## src/rtl/cmult_pipe.sv

```systemverilog
// cmult_pipe: 3-stage pipelined signed fixed-point complex multiplier with saturation.
// Build option: define CMULT_ROUND_EN for round-half-up scaling; otherwise truncation (floor).
module cmult_pipe #(
   parameter int unsigned WORD_SIZE = 16,
   parameter int unsigned FRACTION  = 8
) (
   input  logic                 i_clk,
   input  logic                 i_rst,
   input  logic                 i_valid,
   output logic                 o_ready,
   input  logic [WORD_SIZE-1:0] i_a_re,
   input  logic [WORD_SIZE-1:0] i_a_im,
   input  logic [WORD_SIZE-1:0] i_b_re,
   input  logic [WORD_SIZE-1:0] i_b_im,
   output logic                 o_valid,
   input  logic                 i_ready,
   output logic [WORD_SIZE-1:0] o_re,
   output logic [WORD_SIZE-1:0] o_im,
   output logic [1:0]           o_ovf
);

   localparam int unsigned PW = 2 * WORD_SIZE;
   localparam int unsigned SW = PW + 1;
   localparam logic signed [SW-1:0] SAT_MAX = {{(SW-WORD_SIZE+1){1'b0}}, {(WORD_SIZE-1){1'b1}}};
   localparam logic signed [SW-1:0] SAT_MIN = {{(SW-WORD_SIZE+1){1'b1}}, {(WORD_SIZE-1){1'b0}}};
`ifdef CMULT_ROUND_EN
   localparam logic signed [SW-1:0] RND_C = (FRACTION == 0) ? SW'(0) : SW'(1) << (FRACTION - 1);
`endif

   // Scale a full-precision sum to WORD_SIZE; returns {ovf, value}.
   function automatic logic [WORD_SIZE:0] scale_sat(input logic signed [SW-1:0] full);
      logic signed [SW-1:0] s;
`ifdef CMULT_ROUND_EN
      s = full + RND_C;
`else
      s = full;
`endif
      s = s >>> FRACTION;
      if (s > SAT_MAX)
         scale_sat = {1'b1, 1'b0, {(WORD_SIZE-1){1'b1}}};
      else if (s < SAT_MIN)
         scale_sat = {1'b1, 1'b1, {(WORD_SIZE-1){1'b0}}};
      else
         scale_sat = {1'b0, s[WORD_SIZE-1:0]};
   endfunction

   logic signed [WORD_SIZE-1:0] ar_q, ar_d, ai_q, ai_d, br_q, br_d, bi_q, bi_d;
   logic signed [PW-1:0]        p_rr_q, p_rr_d, p_ii_q, p_ii_d;
   logic signed [PW-1:0]        p_ri_q, p_ri_d, p_ir_q, p_ir_d;
   logic [WORD_SIZE-1:0]        re_q, re_d, im_q, im_d;
   logic [1:0]                  ovf_q, ovf_d;
   logic                        v1_q, v1_d, v2_q, v2_d, v3_q, v3_d;
   logic                        adv;
   logic signed [SW-1:0]        re_full, im_full;
   logic [WORD_SIZE:0]          re_sat, im_sat;

   // Global-stall pipeline: every stage moves together when the output slot frees up.
   always_comb begin
      adv    = !v3_q || i_ready;
      ar_d   = ar_q;
      ai_d   = ai_q;
      br_d   = br_q;
      bi_d   = bi_q;
      p_rr_d = p_rr_q;
      p_ii_d = p_ii_q;
      p_ri_d = p_ri_q;
      p_ir_d = p_ir_q;
      re_d   = re_q;
      im_d   = im_q;
      ovf_d  = ovf_q;
      v1_d   = v1_q;
      v2_d   = v2_q;
      v3_d   = v3_q;

      re_full = SW'(p_rr_q) - SW'(p_ii_q);
      im_full = SW'(p_ri_q) + SW'(p_ir_q);
      re_sat  = scale_sat(re_full);
      im_sat  = scale_sat(im_full);

      if (adv) begin
         v1_d = i_valid;
         v2_d = v1_q;
         v3_d = v2_q;
         if (i_valid) begin
            ar_d = i_a_re;
            ai_d = i_a_im;
            br_d = i_b_re;
            bi_d = i_b_im;
         end
         p_rr_d = PW'(ar_q) * PW'(br_q);
         p_ii_d = PW'(ai_q) * PW'(bi_q);
         p_ri_d = PW'(ar_q) * PW'(bi_q);
         p_ir_d = PW'(ai_q) * PW'(br_q);
         re_d   = re_sat[WORD_SIZE-1:0];
         im_d   = im_sat[WORD_SIZE-1:0];
         ovf_d  = {im_sat[WORD_SIZE], re_sat[WORD_SIZE]};
      end
   end

   always_ff @(posedge i_clk or posedge i_rst) begin
      if (i_rst) begin
         ar_q   <= '0;
         ai_q   <= '0;
         br_q   <= '0;
         bi_q   <= '0;
         p_rr_q <= '0;
         p_ii_q <= '0;
         p_ri_q <= '0;
         p_ir_q <= '0;
         re_q   <= '0;
         im_q   <= '0;
         ovf_q  <= '0;
         v1_q   <= 1'b0;
         v2_q   <= 1'b0;
         v3_q   <= 1'b0;
      end else begin
         ar_q   <= ar_d;
         ai_q   <= ai_d;
         br_q   <= br_d;
         bi_q   <= bi_d;
         p_rr_q <= p_rr_d;
         p_ii_q <= p_ii_d;
         p_ri_q <= p_ri_d;
         p_ir_q <= p_ir_d;
         re_q   <= re_d;
         im_q   <= im_d;
         ovf_q  <= ovf_d;
         v1_q   <= v1_d;
         v2_q   <= v2_d;
         v3_q   <= v3_d;
      end
   end

   assign o_ready = adv;
   assign o_valid = v3_q;
   assign o_re    = re_q;
   assign o_im    = im_q;
   assign o_ovf   = ovf_q;

endmodule
```

## config.mk

```make
export PLATFORM = sky130hd
export DESIGN_NAME = cmult_pipe
export DESIGN_NICKNAME = d
export VERILOG_FILES = /design/src/rtl/cmult_pipe.sv
export SDC_FILE = /design/constraint.sdc
export NUM_CORES = 2
export LEC_CHECK = 0
export CORE_MARGIN = 2
export CORE_UTILIZATION = 67
export DETAILED_ROUTE_END_ITERATION = 16
export PLACE_DENSITY = 0.87
export SLEW_MARGIN = 10
export SYNTH_ARGS = -nofsm -noshare
export SYNTH_HDL_FRONTEND = slang
export SYNTH_SLANG_ARGS = --single-unit
```

## constraint.sdc

```tcl
create_clock -name i_clk -period 12.7 [get_ports i_clk]
set_input_delay 1.905 -clock i_clk [delete_from_list [all_inputs] [get_ports i_clk]]
set_output_delay 1.905 -clock i_clk [all_outputs]
set_load 0.1 [all_outputs]
```

==> impl_metrics.ini <==
[status]
status = complete, no violations

[floorplan]
die_h_um = 278
die_area_mm2 = 0.0773
die_x_um = 278
coreArea_mm2 = 0.0744
initial_core_util_pct = 67.6
rows = 100
io_pins = 104

[cells_and_area]
fin_area_mm2 = 0.0534
finish.utilization_pct = 71.7
num-nets-final = 6916
drive_gt1_share_pct = 4.38
area_growth_pct = 6.05

[clocking]
clkTransAtPathRegs_ps = 70
clock_path_buffers = 3
cts.sinks = 229
htree_num_levels = 1
ctsHoldBuffers = 0
clkLatencyLatePin_ps = 640
cts-root-buf = clkbuf_16
cts_tree = built
post_cts_buffers = 0
cts_made_buffers = 30
cts-resized-gates = 0

[yosys]
ys_seq_area_share_pct = 11.4
synth_top_area_share_pct = 41.7
yosys-top-cells-area = fa_1 42%, dfrtp_1 11%, ha_1 9.7%, inv_1 9.1%, and2_1 6.2%
syn_area_per_cell_um2 = 9.25
syn-num-nets = 6946
async_reset_ff_share_pct = 100
synthTopCellsByCount = 1217 x inv_1, 1048 x fa_1, 648 x nand2_1
ys_seq_elements = 229
synth_enable_flop_cells = 0
synthCells = 5440
yosys_warnings = 0
yosys.cell_types.count = 91
yosysTopAreaCell = fa_1
synth.most_common_cell = inv_1
synthesis.area_mm2 = 0.0503
synth-main-ff-cell = dfrtp_1

[setup_path]
required_ps = 13190
path_cells = clkinv_1 -> buf_4 -> nor2_1 -> fa_1 -> fa_1 -> fa_1 -> fa_1 -> fa_1 -> inv_1 -> fa_1 -> inv_1 -> ha_1 -> a21o_1 -> a21oi_1 -> o21ai_0 -> a2111oi_0 -> a211oi_1 -> o41a_1 -> or2_1 -> a31oi_1 -> xnor2_1 -> o21ai_1
cpLargestDelayFamily = adder cells
crit_path_top_delay_cell = a2111oi_0
cp_max_fo = 15
cp-end-kind = flop
critPathMaxStageDelay_ps = 650
crit_arrival_ps = 8230
timing.rr.start = br_q[15]
rr_worst_depth = 22
critPathBufInv = 4
cpMostUsedCell = fa_1
crit_path_start_kind = flop
critical_path_class = flop to flop
startpoint = br_q[15]
critical_path_depth = 22

[timing]
slew_headroom_pct = 17.6
fin_crit_sh_pct = 60.9
skew_ps = 36.1
rsz0062_at_grt = false
drv_slew = 0
finalHoldViolCount = 0
fin_crit_ps = 7730
setup_violations = 0
timing.fmax_mhz = 129
tns_ps = 0
tightest_slew_ps = 1240

[routing]
vias = 37800
wl_um = 129000
drc = 0
drtPass1Iterations = 8
post_drt_wl_per_cell_um = 20.1
drt-initial-drc-count = 2980
via_per_inst = 5.91
ant_nets = 0

[global_route]
grt_remaining_overflow = 0
grt_pass1_vias = 41000
track_usage_pct = 34.7
grt_antenna_before_repair = 3
grt_max_degree = 91
grt_pass1_wl_um = 211000

[placement]
placed_area_mm2 = 0.0522
port_buffers = 103
dp_hpwl_um = 99000
gp_congestion = 0.948

[worst_hold_path]
hold_class = flop to flop
hold_path_startpoint = p_ri_q[1]
hold_path_depth = 2

[flow_run]
drv_cap = 0
[metal layers]
layer / wire, um / vias to the layer above / GRT usage [%]
li1: - / 16300 / -
met1: 45000 / 19100 / 42.7
met2: 60200 / 1939 / 56.0
met3: 12500 / 526 / 6.81
met4: 10700 / 2 / 23.6
met5: 13 / - / 0
[area by class of cell]
class / count / area, um2
Fill cell: 5121 / 21100
Timing Repair Buffer: 177 / 1590
Clock inverter: 18 / 254
Multi-Input combinational cell: 3753 / 39100
Antenna cell: 4 / 10.0
Inverter: 1219 / 4590
Clock buffer: 38 / 852
Tap cell: 969 / 1210
Sequential cell: 229 / 5730
[path summary, 6_finish.rpt]
| check | to | slack (ps) |
|---|---|---|
| min | p_ri_q[1] | 480 |
| min in group asynchronous | o_im[15] | 1760 |
| max reg2reg | p_ir_q[31] | 4970 |
| max in group asynchronous | ai_q[13] | 8500 |
| max | p_ir_q[31] | 4970 |
| min reg2reg | p_ri_q[1] | 480 |
[state kept, by name, indices dropped and copies added (netlist names)]
signal,flops
p_rr_q,32
p_ir_q,32
p_ri_q,32
bi_q,16
v2_q,1
p_ii_q,32
br_q,16
ar_q,16
o_re,16
o_ovf,2
o_valid,1
o_im,16
ai_q,16
v1_q,1
[through the flow]
| step | setup WS (ps) | std cells | hold WS, ps |
|---|---|---|---|
| final | 4970 | 6407 | 476 |
| after global routing | 4710 | 6404 | 503 |
| after CTS | 5110 | 6402 | 480 |
| after detailed placement | 5130 | 6346 | 467 |
| after global placement | 5410 | 6346 | 444 |
| after floorplan | 4520 | 5440 | 430 |
[layout by cell type, fill, tap and decap left out, types with 116 or more instances in the layout]
cell type  Yosys  layout
nand2_1      648     647
ha_1         390     390
o21ai_0      116     116
fa_1        1048    1048
a21oi_1      164     164
dfrtp_1      229     229
and2_1       501     501
nor2_1       192     192
inv_1       1217    1216
[kinds of logic (layout without fill, tap and decap cells)]
kind of cell | after synthesis | count (layout) | synth area share, %
XOR/XNOR | 162 | 162 | 2.82
buffers and inverters | 1458 | 1452 | 10.9
AND/OR/NAND/NOR | 1537 | 1537 | 14.9
multiplexers | 71 | 71 | 1.58
other | 0 | 4 | 0
flip-flops | 229 | 229 | 11.4
adder cells (fa/ha/maj) | 1438 | 1438 | 51.4
AO/OA/AOI/OAI | 545 | 545 | 7.05
[worst min-delay path: stages (launching register included)]
cell     delay [ps]
dfrtp_1         340
nand2_1          50
nand2_1          50
Power is left out: the tool's default activity adds up to more than one toggle a clock period on the data nets, which glitch-free logic cannot reach.
